$ cat config.mk
export PLATFORM = sky130hd
export DESIGN_NAME = sipo_y_ctrl
export DESIGN_NICKNAME = d
export VERILOG_FILES = /design/src/rtl/sipo_y_ctrl_pkg.sv /design/src/rtl/sipo_y_ctrl_counter.sv /design/src/rtl/sipo_y_ctrl.sv
export SDC_FILE = /design/constraint.sdc
export NUM_CORES = 1
export LEC_CHECK = 0
export CORE_MARGIN = 3
export CORE_UTILIZATION = 43
export DETAILED_ROUTE_END_ITERATION = 6
export GPL_TIMING_DRIVEN = 0
export MAX_ROUTING_LAYER = met4
export PLACE_DENSITY = 0.84
export SETUP_SLACK_MARGIN = 0.2
export SLEW_MARGIN = 10
export SYNTH_ARGS = -nofsm -noshare
export SYNTH_HDL_FRONTEND = slang
export SYNTH_SLANG_ARGS = --single-unit
$ cat constraint.sdc
create_clock -name clk -period 1.7 [get_ports clk]
set_clock_uncertainty 0.05 [all_clocks]
set_input_delay 0.51 -clock clk [delete_from_list [all_inputs] [get_ports clk]]
set_output_delay 0.51 -clock clk [all_outputs]
set_load 0.05 [all_outputs]
$ cat src/rtl/sipo_y_ctrl_pkg.sv
// sipo_y_ctrl_pkg: shared defaults, FSM state encoding and width helper for the y-vector SIPO sequencer.
// The watchdog default only exists when SIPO_Y_CTRL_TIMEOUT_EN is defined.
package sipo_y_ctrl_pkg;

    localparam int DATA_WIDTH_DEF = 16;
    localparam int LOAD_LEN_DEF   = 32;
    localparam int SHIFT_LEN_DEF  = 16;
`ifdef SIPO_Y_CTRL_TIMEOUT_EN
    localparam int TIMEOUT_DEF    = 256;
`endif

    typedef enum logic [2:0] {
        S_IDLE,
        S_LOAD,
        S_WAIT_PE,
        S_SHIFT,
        S_DONE
    } state_e;

    // Counter width that still holds n-1, never narrower than one bit.
    function automatic int cnt_w(input int n);
        return (n > 1) ? $clog2(n) : 1;
    endfunction

endpackage

$ cat src/rtl/sipo_y_ctrl_counter.sv
// ctrl_counter: ce-gated up-counter with synchronous clear, saturating at MAX with a terminal-count flag.
module ctrl_counter #(
    parameter int W   = 4,
    parameter int MAX = 15
) (
    input  logic         clk,
    input  logic         rst,
    input  logic         ce_i,
    input  logic         clr_i,
    input  logic         inc_i,
    output logic [W-1:0] cnt_o,
    output logic         tc_o
);

    logic [W-1:0] cnt_q, cnt_d;

    assign tc_o  = cnt_q == W'(MAX);
    assign cnt_o = cnt_q;

    always_comb cnt_d = clr_i ? '0 : (inc_i && !tc_o) ? cnt_q + 1'b1 : cnt_q;

    always_ff @(posedge clk) begin
        if (rst)
            cnt_q <= '0;
        else if (ce_i)
            cnt_q <= cnt_d;
    end

endmodule

$ cat src/rtl/sipo_y_ctrl.sv
// sipo_y_ctrl: load/shift sequencer for the y-vector SIPO feeding the PE array.
// Optional WAIT_PE watchdog enabled by defining SIPO_Y_CTRL_TIMEOUT_EN.
module sipo_y_ctrl
    import sipo_y_ctrl_pkg::*;
#(
    parameter int DATA_WIDTH = DATA_WIDTH_DEF,
    parameter int LOAD_LEN   = LOAD_LEN_DEF,
    parameter int SHIFT_LEN  = SHIFT_LEN_DEF
`ifdef SIPO_Y_CTRL_TIMEOUT_EN
    ,
    parameter int TIMEOUT    = TIMEOUT_DEF
`endif
) (
    input  logic                          clk,
    input  logic                          rst,
    input  logic                          ce_i,
    input  logic                          in_v_i,
    input  logic [2*DATA_WIDTH-1:0]       in_data_i,
    output logic                          in_rdy_o,
    input  logic                          pe_rdy_i,
    output logic                          s_in_v_o,
    output logic [2*DATA_WIDTH-1:0]       s_in_o,
    output logic                          shift_v_o,
    output logic                          frame_done_o,
    output logic                          busy_o,
    output logic [$clog2(LOAD_LEN+1)-1:0] load_cnt_o,
    output logic                          err_timeout_o
);

    localparam int LW = $clog2(LOAD_LEN + 1);
    localparam int SW = cnt_w(SHIFT_LEN);

    state_e                  state_q;
    logic                    s_in_v_q, shift_v_q, frame_done_q;
    logic [2*DATA_WIDTH-1:0] s_in_q;
    logic                    accept, load_full, load_last, shift_last, tmo;
    logic [SW-1:0]           shift_cnt_unused;

    assign in_rdy_o     = ce_i && (state_q == S_IDLE || state_q == S_LOAD) && !load_full;
    assign accept       = in_v_i && in_rdy_o;
    assign load_last    = load_cnt_o == LW'(LOAD_LEN - 1);
    assign busy_o       = state_q != S_IDLE;
    assign s_in_v_o     = s_in_v_q;
    assign s_in_o       = s_in_q;
    assign shift_v_o    = shift_v_q;
    assign frame_done_o = frame_done_q;

    ctrl_counter #(.W(LW), .MAX(LOAD_LEN)) u_load_cnt (
        .clk   (clk),
        .rst   (rst),
        .ce_i  (ce_i),
        .clr_i (state_q == S_DONE || tmo),
        .inc_i (accept),
        .cnt_o (load_cnt_o),
        .tc_o  (load_full)
    );

    // Cleared outside SHIFT so every burst starts from zero.
    ctrl_counter #(.W(SW), .MAX(SHIFT_LEN - 1)) u_shift_cnt (
        .clk   (clk),
        .rst   (rst),
        .ce_i  (ce_i),
        .clr_i (state_q != S_SHIFT),
        .inc_i (state_q == S_SHIFT),
        .cnt_o (shift_cnt_unused),
        .tc_o  (shift_last)
    );

`ifdef SIPO_Y_CTRL_TIMEOUT_EN
    localparam int TW = cnt_w(TIMEOUT);

    logic          wd_tc, err_q;
    logic [TW-1:0] wd_cnt_unused;

    ctrl_counter #(.W(TW), .MAX(TIMEOUT - 1)) u_wd_cnt (
        .clk   (clk),
        .rst   (rst),
        .ce_i  (ce_i),
        .clr_i (state_q != S_WAIT_PE || pe_rdy_i),
        .inc_i (state_q == S_WAIT_PE && !pe_rdy_i),
        .cnt_o (wd_cnt_unused),
        .tc_o  (wd_tc)
    );

    assign tmo           = state_q == S_WAIT_PE && !pe_rdy_i && wd_tc;
    assign err_timeout_o = err_q;

    always_ff @(posedge clk) begin
        if (rst)
            err_q <= 1'b0;
        else if (ce_i && tmo)
            err_q <= 1'b1;
    end
`else
    assign tmo           = 1'b0;
    assign err_timeout_o = 1'b0;
`endif

    always_ff @(posedge clk) begin
        if (rst) begin
            state_q      <= S_IDLE;
            s_in_v_q     <= 1'b0;
            s_in_q       <= '0;
            shift_v_q    <= 1'b0;
            frame_done_q <= 1'b0;
        end else if (ce_i) begin
            s_in_v_q     <= accept;
            frame_done_q <= 1'b0;
            if (accept)
                s_in_q <= in_data_i;
            case (state_q)
                S_IDLE, S_LOAD: begin
                    if (accept)
                        state_q <= load_last ? S_WAIT_PE : S_LOAD;
                end
                S_WAIT_PE: begin
                    if (pe_rdy_i) begin
                        shift_v_q <= 1'b1;
                        state_q   <= S_SHIFT;
                    end else if (tmo) begin
                        state_q <= S_IDLE;
                    end
                end
                S_SHIFT: begin
                    if (shift_last) begin
                        shift_v_q    <= 1'b0;
                        frame_done_q <= 1'b1;
                        state_q      <= S_DONE;
                    end
                end
                S_DONE:  state_q <= S_IDLE;
                default: state_q <= S_IDLE;
            endcase
        end
    end

endmodule

==> summary.md, run 1 <==
| Metric | Value |
|---|---|
| Ys Warns | 0 |
| Switching pwr | ~750 uW |
| Cell Int Power | 1740 uW |
| GRT Overall Usage | around 22% |
| Leading post-synthesis cells by instance count | 78 x nand2_1, 48 x dfxtp_1, 41 x a21oi_1 |
| FF+latch count, synth | 48 |
| Status | finished with violations |
| Worst setup margin | -193 ps |
| Final Cycle Share | 111% |
| # IOs | 81 |
| Crit path required time | between 1000 and 1500 ps |
| Critical path cell sequence | inv_4 -> ha_4 -> nand4bb_4 -> o21ai_4 -> nor3_4 -> buf_6 |
| CTS tree | yes |
| Peak supply drop | 0.722 mV |
| Share of cells above drive strength 1 | 40.9% |
| Max Cap Violations | 0 |
| Final Hold Viols | 0 |
| Final instance area | 3390 um^2 |
| Clock latency on the worst-skew pair | approximately 290 ps |
| Endpoints failing setup | 43 |
| Area Overhead vs Synth | 69.8% |
| Mapped Cells | 253 |
| Sw Share | 30.1% |
| Main synth FF type | dfxtp_1 |
| Post-synth top area share | 48.1% |
| Sequential cell area fraction in the yosys report | 48.1% |
| Vias in the first global route | 2106 |
| Slowest cell on crit path | dfxtp_4 |
| Worst-margin pin slew | slightly below 600 ps |
| Vias per cell | 5.40 |
| N_diodes | 0 |
| Combinational power share | 24.0% |
| Clk sinks | 48 |
| Drt pass-1 iters | 5 |
| Critical Path Max Stage Delay | 360 ps |
| PwrDens | 732 nW/um^2 |
| Layout Nets | 406 |
| HPWL after DPL | 3710 um |
| Placed cell area | 2920 um^2 |
| Htree depth | 2 |
| PortBufs | around 80 |
| Final WL | 6320 um |
| Clock Tree Root | clkbuf_8 |
| Inserted Clock Buffers | 5 |
| Failing checks | negative setup slack |
| Crit start category | flop |
| EDFF count, synth | 0 |
| Filler cells | 324 |
| CTS clk-pin slew, worst paths | 90 ps |
| Crit-path max FO | 2 |
| Max Clk Rate | 528 MHz |
| DRT iter0 DRCs | 143 |
| Max-slew violation total from the final report | 0 |
| Leading area contributor after synthesis | dfxtp_1 |
| Unrepaired setup endpoints after global routing | yes |
| Core area | 4410 um^2 |
| Setup TNS | -5980 ps |
| Die area | 5500 um^2 |
| Final ANT Viol Nets | 0 |
| Cell area after synthesis | roughly 2000 um^2 |
| Clk buf depth | 2 |
| Synth async-reset ratio | 0% |
| Min Tclk post-route | ~1900 ps |
| RePlAce Congestion | 0.790 |
| Die Span Y | roughly 74 um |
| Worst Hold Class | flop to flop |
| Sequential Power Share | 47.8% |
| Synth cell types | 38 |
| Mapped Avg Cell Area | 7.89 um^2 |
| Setup crit end kind | primary output |
| Setup Slack @ Placement | -1180 ps |
| Synth top area cells | dfxtp_1 48%, nand2_1 15%, a21oi_1 10% |
| Critical path type | flop to primary output |
| Most common cell in the netlist | nand2_1 |
| Largest net degree at the start of global routing | 15 |
| Remaining DRCs | 0 |
| Worst EP arrival | 1330 ps |
| Drt wl/cell | 15.1 um |
| Post-Synthesis Net Count | 293 |
| Vias | approximately 2300 |
| Clk pwr share | 28.2% |
| Initial core utilization | 45.2% |
| First-pass GRT wire length | 9480 um |
| Slew headroom | 60.9% |
| Grt ovf | 0 |
| Leakage | 0.00137 uW |
| Initial antenna violation count | 0 |
| Core Rows | 24 |
| Die width | 74.1 um |
-- worst max-delay path: cells and delay by family (launching register included) --
kind / cells / cell delay [ps]
AOI/OAI and AO/OA: 1 / 170
adders and majority gates: 1 / 140
and+or+nand+nor: 2 / 180
DFF: 1 / 360
buffers and inverters: 2 / 200
-- layout by cell type (no fill, tap or decap), drive strengths merged, types with 4 or more instances in the layout --
cell | netlist | final
or3 | 4 | 4
dfxtp | 48 | 48
inv | 6 | 6
buf | 15 | 77
clkdlybuf4s50 | 0 | 32
nand2 | 78 | 78
a21oi | 41 | 41
a31oi | 4 | 4
o21ai | 8 | 8
clkbuf | 4 | 20
nand3 | 5 | 5
nor2 | 6 | 6
-- final cells by class --
type                            count  area [um^2]  area share (%)
Multi-Input combinational cell    180         1140            33.7
Inverter                            6         27.5           0.812
Sequential cell                    48          987            29.1
Timing Repair Buffer              106          897            26.5
Clock buffer                        6         82.6            2.44
Buffer                             19          178            5.24
Clock inverter                      2         10.0           0.295
Tap cell                           52         65.1            1.92
-- sequential cells by signal, indices dropped and copies added, names as in the netlist --
signal,flops
frame_done_o,1
s_in_o,32
s_in_v_o,1
shift_v_o,1
state_q,3
u_load_cnt.cnt_o,6
u_shift_cnt.cnt_o,4
-- power by group through the flow --
stage / Sequential (uW) / Clock, uW / Combinational [uW]
after detailed placement: 1220 / 0 / 513
final: 1190 / 699 / 597
after floorplan: 1360 / 0 / 158
after global placement: 1210 / 0 / 508
after CTS: 1180 / 707 / 550
after global routing: 1190 / 759 / 631
-- per-stage QoR --
| stage | util (%) | hold slack, ps | cells | power, uW |
|---|---|---|---|---|
| finish | 76.8 | 401 | 419 | 2480 |
| global route | 76.8 | 425 | 419 | 2580 |
| CTS | 71.5 | 405 | 411 | 2440 |
| detailed placement | 66.2 | 397 | 383 | 1730 |
| global placement | 66.2 | 391 | 383 | 1720 |
| floorplan | - | 430 | 253 | 1520 |
-- worst paths after layout --
kind	startpoint	endpoint	slack (ps)	cells after the start
worst max-delay path	u_load_cnt.cnt_o[1]	in_rdy_o	-190	6
worst min-delay path	s_in_o[3]	s_in_o[3]	400	2
worst max register to register	u_load_cnt.cnt_o[1]	s_in_o[29]	-170	11
worst min register to register	s_in_o[3]	s_in_o[3]	400	2
-- per-layer routing --
metal	wire [um]	vias up	GRT usage, %
met5	0	-	-
met4	106	0	4.02
met3	454	16	5.54
met2	3210	107	38.0
met1	2550	1051	27.1
li1	-	1089	-
-- logic make-up (layout without fill, tap and decap cells) --
family	after synthesis	after routing	share of synthesized area, %
compound gates	66	66	18.9
fa+ha+maj	3	3	1.88
buf+inv	25	139	6.01
flops	48	48	48.1
mux	1	1	0.501
other cells	1	1	0.188
simple gates	109	109	24.4
-- what timing repair did --
item | CTS | global route
resized for setup | 277 | 52
buffers inserted | 15 | 8
hold buffers | 0 | 0
hold endpoints to repair | 0 | 0
endpoints found under the setup margin | 90 | 60
cloned | 5 | 0
pin swaps | 12 | 31
No activity file was read; power rests on OpenSTA's default activity.
==> run 2, diff against run 1 <==
Settings changed: CELL_PAD_IN_SITES_DETAIL_PLACEMENT set to 1, CELL_PAD_IN_SITES_GLOBAL_PLACEMENT set to 1, CORE_MARGIN 3 to 8, CORE_UTILIZATION 43 to 30, PLACE_DENSITY 0.84 to 0.83, SETUP_SLACK_MARGIN 0.2 to not set.
==> run 2 against run 1 <==
The run still ends with negative setup slack left. Clock power grew 7.6%. Sequential share of layout area shrank 0.87 points. Sequential power is essentially flat. Critical path depth is the same. Worst setup slack lost 39 ps. Largest cell class is now non-clock buffers.
==> summary.md, run 2 (same netlist as run 1, synthesis figures left out) <==
| Metric | Value |
|---|---|
| Status | finished with violations |
| Failing checks | negative setup slack |
| Crit start category | flop |
| Area Overhead vs Synth | 74.1% |
| Crit path required time | 1140 ps (about the same) |
| Die width | 97.6 um (+32%) |
| Setup Slack @ Placement | -1230 ps (-52.7 ps) |
| Slew headroom | 61.3% (+0.33 points) |
| HPWL after DPL | 4880 um (+31%) |
| Placed insts | 408 (+6.5%) |
| Htree depth | 2 (unchanged) |
| Most frequent cells in the layout | 78 x nand2_1, 38 x clkdlybuf4s15_2, 37 x dfxtp_1 |
| Endpoints failing setup | 41 (-4.7%) |
| N_diodes | 0 (unchanged) |
| Vias | 2193 (-3.1%) |
| Unrepaired setup endpoints after global routing | yes |
| Placed cell area | 2930 um^2 (+0.30%) |
| Layout Nets | 396 (-2.5%) |
| Crit path max-delay family | flip-flops |
| Clk pwr share | 29.7% (+1.5 points) |
| Worst Hold Class | flop to flop |
| Sw Share | 31.0% (+0.82 points) |
| Min Tclk post-route | 1930 ps (+38.8 ps) |
| Final instance area | 3480 um^2 (+2.5%) |
| Final ANT Viol Nets | 0 (unchanged) |
| CTS Hold Bufs | 0 (unchanged) |
| Filler cells | 746 (+130%) |
| Drt wl/cell | 17.2 um (+14%) |
| Core Rows | 29 (+21%) |
| Slowest cell on crit path | dfxtp_4 |
| Inserted Clock Buffers | 5 (unchanged) |
| Clock Tree Root | clkbuf_8 |
| Share of cells above drive strength 1 | 34.7% (-6.1 points) |
| Grt ovf | 0 (unchanged) |
| Worst setup margin | -232 ps (-38.8 ps) |
| Clk buf depth | 2 (unchanged) |
| First-pass GRT wire length | 11200 um (+18%) |
| WP buf/inv | 2 (unchanged) |
| Worst EP arrival | 1370 ps (+40 ps) |
| Final WL | 7460 um (+18%) |
| CTS tree | yes |
| Final non-filler cell total | 434 (+3.6%) |
| Final Cycle Share | 114% (+2.3 points) |
| Die Span Y | 97.6 um (+32%) |
| DRT iter0 DRCs | 74 (-48%) |
| Switching pwr | 784 uW (+4.8%) |
| Die area | 9520 um^2 (+73%) |
| Max Cap Violations | 0 (unchanged) |
| Max reg flops | 32 (unchanged) |
| Final Hold Viols | 0 (unchanged) |
| Max-slew violation total from the final report | 0 (unchanged) |
| Critical path type | flop to primary output |
| Initial antenna violation count | 0 (unchanged) |
| Clk sinks | 48 (unchanged) |
| Drt pass-1 iters | 4 (-1) |
| # IOs | 81 (unchanged) |
| CTS clk-pin slew, worst paths | 90 ps (about the same) |
| R2R Setup Slk | -200 ps (-30 ps) |
| PwrDens | 728 nW/um^2 (-0.54%) |
| Peak supply drop | 0.438 mV (-39%) |
| Largest net degree at the start of global routing | 16 (+1) |
| Max Clk Rate | 518 MHz (-2.0%) |
| Sequential Power Share | 47.2% (-0.6 points) |
| Commonest non-fill, non-tap cell in the layout | nand2_1 |
| RePlAce Congestion | 0.796 (+0.68%) |
| Initial core utilization | 31.3% (-14 points) |
| Worst-margin pin slew | 581 ps (-4.91 ps) |
| Combinational power share | 23.1% (-0.9 points) |
| Critical Path Max Stage Delay | 350 ps (about the same) |
| Setup crit end kind | primary output |
| Vias in the first global route | 2283 (+8.4%) |
| Core area | 6390 um^2 (+45%) |
| Leakage | 0.00125 uW (-8.6%) |
| Vias per cell | 5.05 (-6.4%) |
| GRT Overall Usage | 14.6% (-7.8 points) |
| Crit-path max FO | 2 (unchanged) |
| Cell Int Power | 1750 uW (+0.79%) |
| Remaining DRCs | 0 (unchanged) |
| Clock latency on the worst-skew pair | 310 ps (+20 ps) |
| PortBufs | 78 (unchanged) |
| Critical path cell sequence | inv_2 -> ha_4 -> nand4bb_4 -> o21ai_4 -> nor3_4 -> buf_6 |
| PnR Total Power | 2530 uW (+2.0%) |
-- run 2: changes by cell type in the layout (fill, tap and decap cells not counted), sizes merged --
cell	before	now
clkdlybuf4s15	0	38
inv	6	7
clkbuf	20	13
clkdlybuf4s50	32	33
buf	77	35
clkinv	2	1
-- run 2: metal layers --
metal / GRT usage (%) / routed length, um / vias to the layer above
met2: 25.2 / 3750 / 57
li1: - / - / 1065
met1: 15.7 / 3160 / 1062
met4: 2.80 / 89 / 0
met5: - / 0 / -
met3: 5.41 / 463 / 9
-- run 2: power by group through the flow --
stage	clock network [uW]	registers [uW]	logic, uW
after floorplan	0	1360	149
after global placement	0	1210	510
after detailed placement	0	1220	516
after CTS	775	1190	532
after global routing	819	1200	622
final	752	1190	586
-- run 2: cell type report --
cell class | instances | area (um^2) | area share (%)
buffer | 18 | 179 | 5.15
clock inverter | 2 | 13.8 | 0.396
multi-input combinational | 180 | 1060 | 30.6
sequential | 48 | 982 | 28.2
clock buffer | 6 | 82.6 | 2.37
timing repair buffer | 97 | 1040 | 29.8
inverter | 6 | 25.0 | 0.720
tap | 77 | 96.3 | 2.77
-- run 2: timing repair --
action / 4_1_cts / 5_1_grt
setup buffers: 12 / 4
gates cloned: 0 / 3
pin swaps: 3 / 7
hold endpoints to repair: 0 / 0
gates resized for setup: 170 / 36
endpoints found under the setup margin: 82 / 41
-- run 2: path summary, 6_finish.rpt --
check                       from  depth (start not counted)    endpoint
max reg2reg  u_load_cnt.cnt_o[0]                          7  state_q[1]
min                    s_in_o[4]                          2   s_in_o[4]
max          u_load_cnt.cnt_o[1]                          6    in_rdy_o
min reg2reg            s_in_o[4]                          2   s_in_o[4]
-- run 2: through the flow --
step | TNS, ps | util, % | hold WS [ps]
after floorplan | -217 | - | 430
after global placement | -22290 | 45.9 | 390
after detailed placement | -23720 | 45.9 | 399
after CTS | -493 | 51.0 | 409
after global routing | -5360 | 54.4 | 425
final | -2840 | 54.4 | 407
-- run 2: worst register-to-register path: cells and delay by family, from the launching register on --
family | cells | cell delay [ps]
AOI/OAI and AO/OA | 1 | 150
DFF | 1 | 370
buffers and inverters | 2 | 200
adders and majority gates | 1 | 150
and+or+nand+nor | 3 | 910
